`config.mk`:
```
export PLATFORM = sky130hd
export DESIGN_NAME = uart_tx_arbiter_flat
export DESIGN_NICKNAME = d
export VERILOG_FILES = /design/src/rtl/uart_tx_arbiter_if.sv /design/src/rtl/uart_tx_arbiter.sv /design/src/flat_wrapper.sv
export SDC_FILE = /design/constraint.sdc
export NUM_CORES = 1
export LEC_CHECK = 0
export ABC_CLOCK_PERIOD_IN_PS = 2750
export BUFFER_PORTS_ARGS = -buffer_cell sky130_fd_sc_hd__buf_4
export CAP_MARGIN = 25
export CORE_ASPECT_RATIO = 0.9
export CORE_MARGIN = 1.5
export CORE_UTILIZATION = 47
export CTS_CLUSTER_DIAMETER = 60
export DETAILED_ROUTE_END_ITERATION = 6
export HOLD_SLACK_MARGIN = 0.06
export PLACE_DENSITY = 0.72
export SLEW_MARGIN = 20
export SYNTH_ARGS = -nofsm -noshare
export SYNTH_HDL_FRONTEND = slang
export SYNTH_SLANG_ARGS = --single-unit
export TNS_END_PERCENT = 5
```
`constraint.sdc`:
```
create_clock -name clk -period 2.75 [get_ports clk]
set_clock_uncertainty 0.15 [all_clocks]
set_input_delay 0.55 -clock clk [delete_from_list [all_inputs] [get_ports clk]]
set_output_delay 0.55 -clock clk [all_outputs]
set_load 0.005 [all_outputs]
```
`src/rtl/uart_tx_arbiter_if.sv`:
```
// Producer-side handshake bundle for the shared UART transmitter.
// Byte of requester i travels on req_data[8*i+7:8*i].
interface uart_tx_arbiter_if #(
   parameter int NUM_REQ = 4
);
   logic [NUM_REQ-1:0]   req_valid;
   logic [8*NUM_REQ-1:0] req_data;
   logic [NUM_REQ-1:0]   req_ready;

   modport master (
      output req_valid,
      output req_data,
      input  req_ready
   );

   modport slave (
      input  req_valid,
      input  req_data,
      output req_ready
   );
endinterface

```
`src/rtl/uart_tx_arbiter.sv`:
```
// Round-robin arbiter feeding a single 8N1 UART transmitter.
// One byte is accepted per frame; the line idles high between frames.
module uart_tx_arbiter #(
   parameter int NUM_REQ      = 4,
   parameter int CLKS_PER_BIT = 234,
   parameter int SRC_W        = $clog2(NUM_REQ)
) (
   input  logic             clk,
   input  logic             rst_n,
   input  logic             en,
   uart_tx_arbiter_if.slave req,
   output logic             tx,
   output logic             busy,
   output logic [SRC_W-1:0] cur_src
);
   localparam int               CNT_W     = $clog2(CLKS_PER_BIT);
   localparam logic [CNT_W-1:0] CNT_MAX   = CNT_W'(CLKS_PER_BIT - 1);
   localparam logic [SRC_W-1:0] LAST_INIT = SRC_W'(NUM_REQ - 1);

   typedef enum logic [1:0] {IDLE, START, DATA, STOP} state_t;

   state_t           state_reg, state_next;
   logic [CNT_W-1:0] cnt_reg;
   logic [CNT_W-1:0] cnt_next;
   logic [2:0]       bit_idx_reg;
   logic [7:0]       shift_reg;
   logic [SRC_W-1:0] last_reg;
   logic [SRC_W-1:0] cur_src_reg;
   logic             tx_reg;
   logic             busy_reg;

   logic             bit_done;
   logic             grant_ok;
   logic [SRC_W-1:0] winner;
   logic [7:0]       req_byte [NUM_REQ];

   for (genvar gi = 0; gi < NUM_REQ; gi++) begin : g_unpack
      assign req_byte[gi] = req.req_data[8*gi +: 8];
   end

   assign bit_done = (cnt_reg == CNT_MAX);
   assign cnt_next = bit_done ? '0 : cnt_reg + 1'b1;

   // Walk the ring from the far end back toward last+1 so the nearest valid
   // requester after the previous winner is the one left standing.
   always_comb begin
      int               idx;
      logic [SRC_W-1:0] idx_s;
      grant_ok = 1'b0;
      winner   = last_reg;
      idx      = 0;
      idx_s    = '0;
      for (int k = NUM_REQ; k >= 1; k--) begin
         idx   = (int'(last_reg) + k) % NUM_REQ;
         idx_s = SRC_W'(idx);
         if (req.req_valid[idx_s]) begin
            grant_ok = 1'b1;
            winner   = idx_s;
         end
      end
   end

   always_ff @(posedge clk or negedge rst_n) begin
      if (!rst_n) begin
         state_reg <= IDLE;
      end else begin
         state_reg <= state_next;
      end
   end

   always_comb begin
      state_next = state_reg;
      case (state_reg)
         IDLE:  if (en && grant_ok) state_next = START;
         START: if (bit_done) state_next = DATA;
         DATA:  if (bit_done && bit_idx_reg == 3'd7) state_next = STOP;
         STOP:  if (bit_done) state_next = IDLE;
         default: state_next = IDLE;
      endcase
   end

   always_comb begin
      req.req_ready = '0;
      if (rst_n && state_reg == IDLE && en && grant_ok) begin
         req.req_ready[winner] = 1'b1;
      end
   end

   always_ff @(posedge clk or negedge rst_n) begin
      if (!rst_n) begin
         cnt_reg     <= '0;
         bit_idx_reg <= 3'd0;
         shift_reg   <= 8'd0;
         last_reg    <= LAST_INIT;
         cur_src_reg <= '0;
         tx_reg      <= 1'b1;
         busy_reg    <= 1'b0;
      end else begin
         case (state_reg)
            IDLE: begin
               cnt_reg <= '0;
               if (en && grant_ok) begin
                  shift_reg   <= req_byte[winner];
                  last_reg    <= winner;
                  cur_src_reg <= winner;
                  tx_reg      <= 1'b0;
                  busy_reg    <= 1'b1;
               end
            end
            START: begin
               cnt_reg <= cnt_next;
               if (bit_done) begin
                  tx_reg      <= shift_reg[0];
                  shift_reg   <= {1'b0, shift_reg[7:1]};
                  bit_idx_reg <= 3'd0;
               end
            end
            DATA: begin
               cnt_reg <= cnt_next;
               if (bit_done) begin
                  if (bit_idx_reg == 3'd7) begin
                     tx_reg <= 1'b1;
                  end else begin
                     tx_reg      <= shift_reg[0];
                     shift_reg   <= {1'b0, shift_reg[7:1]};
                     bit_idx_reg <= bit_idx_reg + 3'd1;
                  end
               end
            end
            STOP: begin
               cnt_reg <= cnt_next;
               if (bit_done) busy_reg <= 1'b0;
            end
            default: cnt_reg <= '0;
         endcase
      end
   end

   assign tx      = tx_reg;
   assign busy    = busy_reg;
   assign cur_src = cur_src_reg;
endmodule

```
`src/flat_wrapper.sv`:
```
// flat-port wrapper written by rule: the top's interface ports become plain ports
module uart_tx_arbiter_flat 
#(
   parameter int NUM_REQ      = 4,
   parameter int CLKS_PER_BIT = 234,
   parameter int SRC_W        = $clog2(NUM_REQ)
)
  (clk, rst_n, en, tx, busy, cur_src, req_req_valid, req_req_data, req_req_ready);
  uart_tx_arbiter_if #(.NUM_REQ(NUM_REQ)) req_i ();
  input  logic clk;
  input  logic rst_n;
  input  logic en;
  output logic tx;
  output logic busy;
  output logic [SRC_W-1:0] cur_src;
  input wire logic [$bits(req_i.req_valid)-1:0] req_req_valid;
  input wire logic [$bits(req_i.req_data)-1:0] req_req_data;
  output wire logic [$bits(req_i.req_ready)-1:0] req_req_ready;
  assign req_i.req_valid = req_req_valid;
  assign req_i.req_data = req_req_data;
  assign req_req_ready = req_i.req_ready;
  uart_tx_arbiter #(.NUM_REQ(NUM_REQ), .CLKS_PER_BIT(CLKS_PER_BIT), .SRC_W(SRC_W)) u_core (.clk(clk), .rst_n(rst_n), .en(en), .req(req_i), .tx(tx), .busy(busy), .cur_src(cur_src));
endmodule
```
# After elaboration in Yosys (flattened, before gate mapping)
# Index checks and enable logic that the tools add are counted.
# totals
output_inout_bits	8
input_bits	39
wordCells	96
reg_bits	27
# op_classes
n_mux	46
n_eq_ne	11
order_cmp	7
n_bitwise	1
n_reduce_logical	17
n_addsub	6
# ops
cell	count
$mux 8	7
$pmux 8 s3	1
$bmux 8 s2	1
$mux 2	8
$pmux 8 s2	1
$lt 2x3->1 const B	5
$mux 1	15
$reduce_and 4->1	3
$ne 2x1->1 const B	5
$mux 3	3
$add 8x1->8 const B	1
$bmux 1 s2	4
$eq 8x8->1 const B	1
$pmux 2 s4	1
$logic_and 1x1->1	6
$pmux 3 s2	1
$reduce_and 5->1	1
$add 2x1->2 const B	2
$add 2x2->2 const B	2
$eq 2x2->1 const B	2
$mux 4	1
$reduce_bool 2->1	2
$add 3x1->3 const B	1
$eq 3x3->1 const B	1
13 further kinds	13

# Depth between registers and ports, before layout
# Gate-level depths: netlist of the first run.
# depth
depth_word	13
ltp_mapped	9
ltp_nobuf	7

# Least setup slack after synthesis of the first run
# Ideal clock, no wire load.
# synth_path
path_type	in2out
start	input req_req_valid[3]
end	output req_req_ready[0]
path_buffers	0
setup_slack_ns	0.624
arrival_time_ns	1.426
stages	4
required_ns	2.050
path_cell_list	nor2b_1 -> a22oi_1 -> nand2_1 -> nor3_1
# synth_between
elab_chain_len	11
word_cells_on_any_way	23
classes_between	2 x order compare; 19 x mux; 2 x reduce/logical
# synth_rtl
element	line	rtl
start: declaration	flat_wrapper.sv:16	input wire logic [$bits(req_i.req_valid)-1:0] req_req_valid;
$bmux 1 s2	uart_tx_arbiter.sv:56	if (req.req_valid[idx_s]) begin
$mux 1 (implied by the code)	uart_tx_arbiter.sv:56	
$mux 2 (4 in a row)	uart_tx_arbiter.sv:56	
$lt 2x3->1 (implied by the code) / $ge 2x1->1 (equally long branches)	uart_tx_arbiter.sv:85	req.req_ready[winner] = 1'b1;
$logic_and 1x1->1 (implied by the code)	uart_tx_arbiter.sv:85	
$mux 1 (implied by the code)	uart_tx_arbiter.sv:85	
$demux 1 s2	-	
$mux 4 *	uart_tx_arbiter.sv:84	if (rst_n && state_reg == IDLE && en && grant_ok) begin
end: declaration	flat_wrapper.sv:18	output wire logic [$bits(req_i.req_ready)-1:0] req_req_ready;
# Mark *: on every way between the ends. The rest lies on a longest branch, timed or not. The select of a mux whose other input is x is not followed.

# Final worst setup path of the first run
# layout_path
start	register u_core.last_reg[0]
end	output req_req_ready[1]
# layout_between
elab_chain_len	12
word_cells_on_any_way	27
classes_between	4 x add/sub; 2 x order compare; 19 x mux; 2 x reduce/logical
# layout_rtl
element	line	rtl
start: declaration	uart_tx_arbiter.sv:27	logic [SRC_W-1:0] last_reg;
start signal: assignment	uart_tx_arbiter.sv:104	last_reg <= winner;
$add 2x1->2	uart_tx_arbiter.sv:54	idx = (int'(last_reg) + k) % NUM_REQ;
$bmux 1 s2	uart_tx_arbiter.sv:56	
$mux 1 (implied by the code)	uart_tx_arbiter.sv:56	
$mux 2 (4 in a row)	uart_tx_arbiter.sv:56	
$lt 2x3->1 (implied by the code) / $ge 2x1->1 (equally long branches)	uart_tx_arbiter.sv:85	
$logic_and 1x1->1 (implied by the code)	uart_tx_arbiter.sv:85	
$mux 1 (implied by the code)	uart_tx_arbiter.sv:85	
$demux 1 s2	-	
$mux 4 *	uart_tx_arbiter.sv:84	
# Marks and branches as above.

==> results of run 1 <==
cells by family (layout without fill, tap and decap cells):
| family | after synthesis | in the layout | share of synthesized area, % |
|---|---|---|---|
| simple gates | 81 | 81 | 23.1 |
| compound gates | 62 | 62 | 23.3 |
| flops | 27 | 27 | 35.7 |
| buf+inv | 12 | 62 | 3.42 |
| fa+ha+maj | 10 | 10 | 6.58 |
| mux | 10 | 10 | 5.59 |
| xor+xnor | 5 | 5 | 2.30 |
worst paths after layout:
| path | from | end | slack (ps) | cells after the start |
|---|---|---|---|---|
| max reg2reg | u_core.cnt_reg[1]$_DFF_PN0_ | u_core.shift_reg[1]$_DFFE_PN0P_ | 320 | 7 |
| min reg2reg | u_core.shift_reg[7]$_DFFE_PN0P_ | u_core.shift_reg[7]$_DFFE_PN0P_ | 350 | 1 |
| max in group asynchronous | rst_n | u_core.last_reg[1]$_DFFE_PN1P_ | 2030 | 2 |
| min in group clk | u_core.shift_reg[7]$_DFFE_PN0P_ | u_core.shift_reg[7]$_DFFE_PN0P_ | 350 | 1 |
| min | rst_n | u_core.bit_idx_reg[0]$_DFFE_PN0P_ | 130 | 2 |
| max | u_core.last_reg[0]$_DFFE_PN1P_ | req_req_ready[1] | 140 | 5 |
Yosys cell counts, types with 2 or more instances:
| cell type | n |
|---|---|
| a21o_1 | 8 |
| a21oi_1 | 5 |
| a221oi_1 | 7 |
| a22oi_1 | 3 |
| a31oi_1 | 8 |
| and3_1 | 2 |
| clkbuf_1 | 2 |
| dfrtp_1 | 24 |
| dfstp_2 | 3 |
| ha_1 | 10 |
| inv_1 | 7 |
| mux2i_1 | 8 |
| nand2_1 | 14 |
| nand2b_1 | 12 |
| nand3_1 | 13 |
| nand4_1 | 2 |
| nor2_1 | 19 |
| nor2b_1 | 5 |
| nor3_1 | 4 |
| o211ai_1 | 2 |
| o21ai_0 | 16 |
| or3_1 | 2 |
| xor2_1 | 4 |
cell type report:
class,instances,area (sq um),share of cell area [%]
clock inverter,1,8.76,0.370
multi-input combinational,168,1170,49.4
inverter,7,26.3,1.11
tap,46,57.6,2.43
sequential,27,679,28.7
timing repair buffer,51,383,16.2
clock buffer,3,41.3,1.75
layout by cell type, fill, tap and decap left out, types with 2 or more instances in the layout:
cell	n
buf_4	51
dfrtp_1	24
nor2_1	19
o21ai_0	16
nand2_1	14
nand2b_1	12
nand3_1	12
ha_1	10
a21o_1	8
a31oi_1	8
mux2i_1	8
inv_1	7
a221oi_1	7
nor2b_1	5
a21oi_1	5
nor3_1	4
xor2_1	4
a22oi_1	3
clkbuf_8	3
dfstp_2	3
and3_1	2
or3_1	2
nand4_1	2
o211ai_1	2
worst max-delay path, cell delays in order, from the launching register on:
cell,delay (ps)
dfstp_2,620
nand2b_1,170
o21ai_0,100
a211o_1,420
nor2b_1,180
buf_4,130
power by group through the flow:
stage                     registers (W)  clock network, W  logic (W)
after floorplan                0.000415                 0  0.0000720
after global placement         0.000418                 0   0.000154
after detailed placement       0.000418                 0   0.000155
after CTS                      0.000411          0.000245   0.000155
after global routing           0.000412          0.000255   0.000174
final                          0.000411          0.000239   0.000157
per-stage QoR:
step | total power (W) | instances | setup slack [ps] | util (%)
5_1_grt | 0.000841 | 303 | 58.9 | 62.1
4_1_cts | 0.000811 | 303 | 128 | 61.8
6_report | 0.000806 | 303 | 139 | 62.1
2_1_floorplan | 0.000487 | 207 | 624 | -
3_5_place_dp | 0.000573 | 299 | 344 | 60.5
3_3_place_gp | 0.000572 | 299 | 361 | 60.5
metal layers:
layer | wire [microns] | part of all wire, % | up-vias | global-route usage [%]
met1 | 2120 | 48 | 843 | 29.3
li1 | - | - | 862 | -
met5 | 0 | 0 | - | 0
met3 | 153 | 3.5 | 9 | 4.00
met4 | 75 | 1.7 | 0 | 5.77
met2 | 2060 | 47 | 27 | 34.2
==> metrics.txt, run 1 <==
status finished, final reports clean; combinational share of power 19.4%; crit path kind reg -> out; initial antenna violation count 0; full die area 4440 sq um; Fin Setup TNS 0 ps; min-delay worst type in -> async; max_cap viols 0; Required @ worst endpoint 2050 ps; NetSw 0.000219 W; port bufs 46; pin count of the biggest net entering global routing 28; Post-CTS Setup Repair Bufs 0; Synth top area share 31.6%; routed vias 1,741; First DRT Iteration DRCs 84; clock power share 29.6%; CTS Sinks 27; Top FF cell, synth dfrtp_1; Slew Viols, Final 0; TritonRoute pass-1 iters 4; # setup viols final 0; clock tree buffer depth 2; first-pass GRT wire length 7.56 mm; Post-Syn Area per Cell 9.19 sq um; Sw Share 27.1%; Pint 0.000588 W; warnings from Yosys 0; Synthesized Nets 256; clk_lat worst skew 280 ps; Via density 5.75; WHS 128 ps; GRT overflow 0; DP HPWL 3.40 mm; PwrDens 341 nW/um^2; Syn Inst Count 207; total clock buffers created by CTS 3; Post-CTS Resized 0; layout cell share with drive strength beyond 1 27.2%; Hold Fails Final Rpt 0; slew margin rel. 56.6%; Die W 70.1 microns; placer congestion estimate 0.854; number of global-route vias before repair 1,663; growth of design area from synthesis to finish 24.3%; cts hold-fix bufs 0; Post-Route WL 4.41 mm; Finished Cell Area 2360 sq um; Die H 63.3 microns; Worst Path Max Fanout 8; TritonCTS clock tree done; Leak Pwr 1.08 nW; Diodes inserted 0; Nets 307; final worst path period need 2610 ps; placement-stage cell area 2300 sq um; final antenna-violating net count 0; # IOs 47; sequential share of power 50.9%; unrepaired setup endpoints after global routing false; fillers 336; EDFF count, synth 0; Reg clk slew, reported paths 100 ps; Worst Setup Start Kind register; drt drc 0; Yosys cell types 50; sequential area share after synthesis 35.7%; root buffer cell clkbuf_8; CP endpoint kind primary output; Row Count 21; Post-Syn Area 1900 sq um; Fmax 0.383 GHz; measured slew at the worst slew-check pin 651 ps; Worst EP arrival 1910 ps; number of H-tree levels 1; cell taking the most area after synthesis dfrtp_1; core area 3810 sq um; Post-synth ARST share 100%; Max VDD drop 0.000208 V; starting density of the core 49.9%; wire per inst 14.6 microns; Overall Global Routing Usage 21.2%; Synth area leaders dfrtp_1, ha_1, mux2i_1; #FFs+latches synth 27; Final Cycle Share 94.9%
No activity file was read; power rests on OpenSTA's default activity.
==> run 2, diff against run 1 <==
--- a/config.mk
+++ b/config.mk
@@ -5,6 +5,7 @@
 export SDC_FILE = /design/constraint.sdc
 export NUM_CORES = 1
 export LEC_CHECK = 0
+export ABC_AREA = 1
 export ABC_CLOCK_PERIOD_IN_PS = 2750
 export BUFFER_PORTS_ARGS = -buffer_cell sky130_fd_sc_hd__buf_4
 export CAP_MARGIN = 25
@@ -14,7 +15,8 @@
 export CTS_CLUSTER_DIAMETER = 60
 export DETAILED_ROUTE_END_ITERATION = 6
 export HOLD_SLACK_MARGIN = 0.06
-export PLACE_DENSITY = 0.72
+export PLACE_DENSITY = 0.71
+export SETUP_SLACK_MARGIN = 0.4
 export SLEW_MARGIN = 20
 export SYNTH_ARGS = -nofsm -noshare
 export SYNTH_HDL_FRONTEND = slang
==> run 2 against run 1 <==
  * Sequential share of layout area decreased by 2.6 points
  * Clock-buffer cell count unchanged
  * Clock power fell by 4%
  * Critical endpoint unchanged
  * Largest power group unchanged
  * Highest routed layer unchanged
==> metrics.txt, run 2 <==
max_cap viols 0; placed cell count 372; Worst Path Max Fanout 4; Synthesized Nets 330; Hold Fails Final Rpt 0; Leak Pwr 1.44 nW; Diodes inserted 0; # IOs 47; final antenna-violating net count 0; number of H-tree levels 1; wire per inst 11.9 microns; Via density 5.11; TritonRoute pass-1 iters 4; First DRT Iteration DRCs 74; Required @ worst endpoint 2050 ps; Nets 388; CTS Sinks 27; most frequent cells in the layout nand2_1, buf_4, nand3_1, nor2_1, nand2_2; Fin Setup TNS 0 ps; top-count cell post-synth nand2_1; Slew Viols, Final 0; EDFF count, synth 0; min-delay worst type in -> async; Yosys cell types 32; cell taking the most area after synthesis dfrtp_1; crit path kind reg -> out; root buffer cell clkbuf_8; Die H 64.3 microns; Post-Route WL 4.59 mm; top routing layer in use met4; Worst EP arrival 1920 ps; cts hold-fix bufs 0; routed wl met3 189 microns; Worst Setup Start Kind register; TritonCTS clock tree done; Post-Syn Area 1960 sq um; unrepaired setup endpoints after global routing true; Reg clk slew, reported paths 100 ps; sequential area share after synthesis 34.6%; starting density of the core 48.5%; placer congestion estimate 0.885; Syn Inst Count 281; CP endpoint kind primary output; routed vias 1,972; M1 WL 2.08 mm; total clock buffers created by CTS 3; final worst path period need 2620 ps; status finished, final reports clean; Finished Cell Area 2600 sq um; Row Count 22; met2 wire length 2.26 mm; WHS 133 ps; slew margin rel. 57.7%; Synth top area share 30.6%; first-pass GRT wire length 7.63 mm; clk_lat worst skew 280 ps; #FFs+latches synth 27; Final Non-Filler Cells 386; placement-stage cell area 2340 sq um; warnings from Yosys 0; Post-synth ARST share 100%; Synth area leaders dfrtp_1, nand2_1, nand3_1; full die area 4570 sq um; GRT overflow 0; Die W 71.1 microns; most frequent cells after synthesis nand2_1, nor2_1, nand3_1; Overall Global Routing Usage 20.3%; clock tree buffer depth 2; pin count of the biggest net entering global routing 28; port bufs 46; DP HPWL 3.23 mm; Final Util 64.3%; Max VDD drop 0.000204 V; number of global-route vias before repair 1,786; Final Cycle Share 95.3%; layout cell share with drive strength beyond 1 35.5%; # setup viols final 0; drt drc 0; PwrDens 367 nW/um^2; initial antenna violation count 0; core area 4050 sq um; growth of design area from synthesis to finish 32.6%; Top FF cell, synth dfrtp_1; measured slew at the worst slew-check pin 634 ps; Fmax 0.382 GHz; commonest non-fill, non-tap cell in the layout nand2_1; Post-Syn Area per Cell 6.99 sq um
==> run 2: report_power, final <==
group | internal (W) | switching (W)
registers | 0.000402 | 0.00000417
logic | 0.000140 | 0.000178
clock network | 0.000103 | 0.000127
==> run 2: critical path: stages (launching register included) <==
cell and delay (ps):
dfstp_2 580, buf_6 110, nand2_1 70, nand2_2 90, nand2_2 80, nand4_1 70
nand4_1 100, nand2_2 180, inv_4 70, nor3_4 160, buf_4 130
==> run 2: path summary, 6_finish.rpt <==
kind	start	endpoint	slack [ps]	cells after the start
min	rst_n	u_core.cnt_reg[0]$_DFF_PN0_	130	2
min reg2reg	u_core.shift_reg[3]$_DFFE_PN0P_	u_core.shift_reg[3]$_DFFE_PN0P_	340	2
max	u_core.last_reg[0]$_DFFE_PN1P_	req_req_ready[1]	130	10
min in group clk	u_core.shift_reg[3]$_DFFE_PN0P_	u_core.shift_reg[3]$_DFFE_PN0P_	340	2
max reg2reg	u_core.last_reg[0]$_DFFE_PN1P_	u_core.shift_reg[3]$_DFFE_PN0P_	540	16
max in group asynchronous	rst_n	u_core.tx$_DFFE_PN1P_	2010	2
==> run 2: per-stage QoR <==
stage          total power, W  setup slack, ps
6_report             0.000955              129
5_1_grt               0.00101             28.5
3_3_place_gp         0.000665              345
3_5_place_dp         0.000666              321
4_1_cts              0.000914              198
2_1_floorplan        0.000592              462
==> run 2: cell type report <==
class	count	area [sq um]
fill	370	1440
multi-input combinational	226	1250
sequential	27	679
timing repair buffer	62	477
inverter	19	86.3
tap	48	60.1
clock buffer	3	41.3
clock inverter	1	7.51
==> run 2: repair_timing <==
item,4_1_cts,5_1_grt
pin swaps,10,15
resized for setup,12,31
buffers inserted,6,4
endpoints found under the setup margin,4,4
==> run 2: per-layer routing <==
layer | global-route usage [%] | vias up
met1 | 26.6 | 901
met3 | 3.47 | 8
li1 | - | 1014
met2 | 35.6 | 49
met5 | 0 | -
met4 | 3.30 | 0
==> run 2: cells by family (layout without fill, tap and decap cells) <==
| group | after synthesis | after routing | share of synthesized area (%) |
|---|---|---|---|
| xor+xnor | 2 | 2 | 0.892 |
| buf+inv | 28 | 85 | 8.03 |
| simple gates | 196 | 196 | 43.3 |
| flops | 27 | 27 | 34.6 |
| fa+ha+maj | 10 | 10 | 6.37 |
| compound gates | 18 | 18 | 6.76 |
==> run 3, diff against run 2 <==
==> constraint.sdc (replaced) <==
create_clock -name clk -period 2.75 [get_ports clk]
set_clock_uncertainty 0.15 [all_clocks]
set_input_delay 0.1375 -clock clk [delete_from_list [all_inputs] [get_ports clk]]
set_output_delay 0.1375 -clock clk [all_outputs]
set_load 0.005 [all_outputs]
==> run 3 against run 2 <==
  * Sequential share of layout area increased by 0.95 points
  * Fmax rose by 16%
  * First-iteration DRC count down 6.8%
  * Critical endpoint is now req_req_ready[0]
  * Via count is 2.9% lower
  * Worst hold slack got worse by 52 ps
==> metrics.txt, run 3 (synthesis gave the netlist of run 2 again) <==
status finished, final reports clean; measured slew at the worst slew-check pin 658 ps; Diodes inserted 0; unrepaired setup endpoints after global routing true; drt drc 0; root buffer cell clkbuf_8; final antenna-violating net count 0; final worst path period need 2250 ps; port bufs 46; CTS Sinks 27; # IOs 47; TritonRoute pass-1 iters 4; Required @ worst endpoint 2460 ps; first-pass GRT wire length 7.01 mm; Nets 385; Worst EP arrival 1970 ps; total clock buffers created by CTS 3; last element of the critical path req_req_ready[0]; slew margin rel. 56.1%; growth of design area from synthesis to finish 28.0%; TritonCTS clock tree done; placement-stage cell area 2290 sq um; crit path kind reg -> out; number of global-route vias before repair 1,648; clock tree buffer depth 2; Pwr Total 0.000934 W; Fin Setup TNS 0 ps; fillers 359; core area 4050 sq um; Slew Viols, Final 0; GRT overflow 0; Final Util 62.1%; wire per inst 11.2 microns; capture point of the worst reg-to-reg path u_core.shift_reg[2]$_DFFE_PN0P_; Final Cycle Share 82.0%; Reg clk slew, reported paths 100 ps; number of H-tree levels 1; placer congestion estimate 0.784; PwrDens 372 nW/um^2; Fmax 0.444 GHz; Leak Pwr 1.41 nW; clk_lat worst skew 280 ps; full die area 4570 sq um; First DRT Iteration DRCs 69; DP HPWL 3.05 mm; CP endpoint kind primary output; Die H 64.3 microns; max_cap viols 0; starting density of the core 48.5%; worst reg2reg path depth 17; Max VDD drop 0.000312 V; Post-Route WL 4.29 mm; Row Count 22; reg2reg setup slack 580 ps; Worst Path Max Fanout 7; layout cell share with drive strength beyond 1 27.8%; Die W 71.1 microns; min-delay worst type in -> reg; Finished Cell Area 2510 sq um; commonest non-fill, non-tap cell in the layout nand2_1; routed vias 1,914; Crit Reg-Reg Startpoint u_core.last_reg[0]$_DFFE_PN1P_; critical path launch point u_core.last_reg[0]$_DFFE_PN1P_; Hold Fails Final Rpt 0; most frequent cells in the layout nand2_1, buf_4, nand3_1; initial antenna violation count 0; Worst Setup Start Kind register; Overall Global Routing Usage 18.8%; # setup viols final 0; pin count of the biggest net entering global routing 29; Via density 5.00
## run 3: power by group
part | total, W | switching, W | internal [W] | leakage, nW
Clock | 0.000231 | 0.000128 | 0.000103 | 0.0217
Combinational | 0.000298 | 0.000164 | 0.000134 | 1.05
Sequential | 0.000405 | 0.00000309 | 0.000402 | 0.338
Total | 0.000934 | 0.000295 | 0.000639 | 1.41
## run 3: per-layer routing
metal / global-route usage [%] / up-vias / wire (microns)
met1: 25.4 / 858 / 2010
met4: 3.54 / 0 / 33
met2: 31.2 / 47 / 2020
met5: 0 / - / 0
met3: 4.10 / 4 / 232
li1: - / 1005 / -
## run 3: stage by stage
stage	instances	setup slack, ps	hold WS, ps
global route	383	354	89.6
floorplan	281	850	-308
global placement	366	480	-77.7
CTS	379	428	83.9
detailed placement	366	424	-76.0
finish	383	496	81.0
## run 3: repair_timing
action | 4_1_cts | 5_1_grt
buffers inserted | 6 | 4
pin swaps | 3 | 2
gates resized for setup | 4 | 11
endpoints found under the setup margin | 4 | 12
hold buffers | 2 | 0
cloned | 1 | 0
endpoints found under the hold margin | 28 | 0
## run 3: final cells by class
cell class | instances | area, sq um | share of cell area (%)
multi-input combinational | 227 | 1180 | 46.8
inverter | 19 | 85.1 | 3.39
timing repair buffer | 58 | 463 | 18.4
sequential | 27 | 679 | 27.0
tap | 48 | 60.1 | 2.39
clock inverter | 1 | 7.51 | 0.299
clock buffer | 3 | 41.3 | 1.64
## run 3: worst min-delay path by stage
stage / cells past startpoint / startpoint / to
after floorplan: 0 / rst_n / u_core.bit_idx_reg[0]$_DFFE_PN0P_
after global placement: 1 / rst_n / u_core.cnt_reg[2]$_DFF_PN0_
after detailed placement: 1 / rst_n / u_core.cnt_reg[2]$_DFF_PN0_
after CTS: 7 / req_req_data[23] / u_core.shift_reg[7]$_DFFE_PN0P_
after global routing: 7 / req_req_data[23] / u_core.shift_reg[7]$_DFFE_PN0P_
final: 7 / req_req_data[23] / u_core.shift_reg[7]$_DFFE_PN0P_
## run 3: worst max-delay path, cell delays in order, from the launching register on
cell and delay (ps):
dfstp_2 570, buf_12 110, inv_6 40, nand2_1 60
nand2_1 80, nand2_2 100, nand2_1 70, inv_2 80
nand2_2 70, nand2_4 110, nand2_8 70, nor3_1 180
buf_4 140
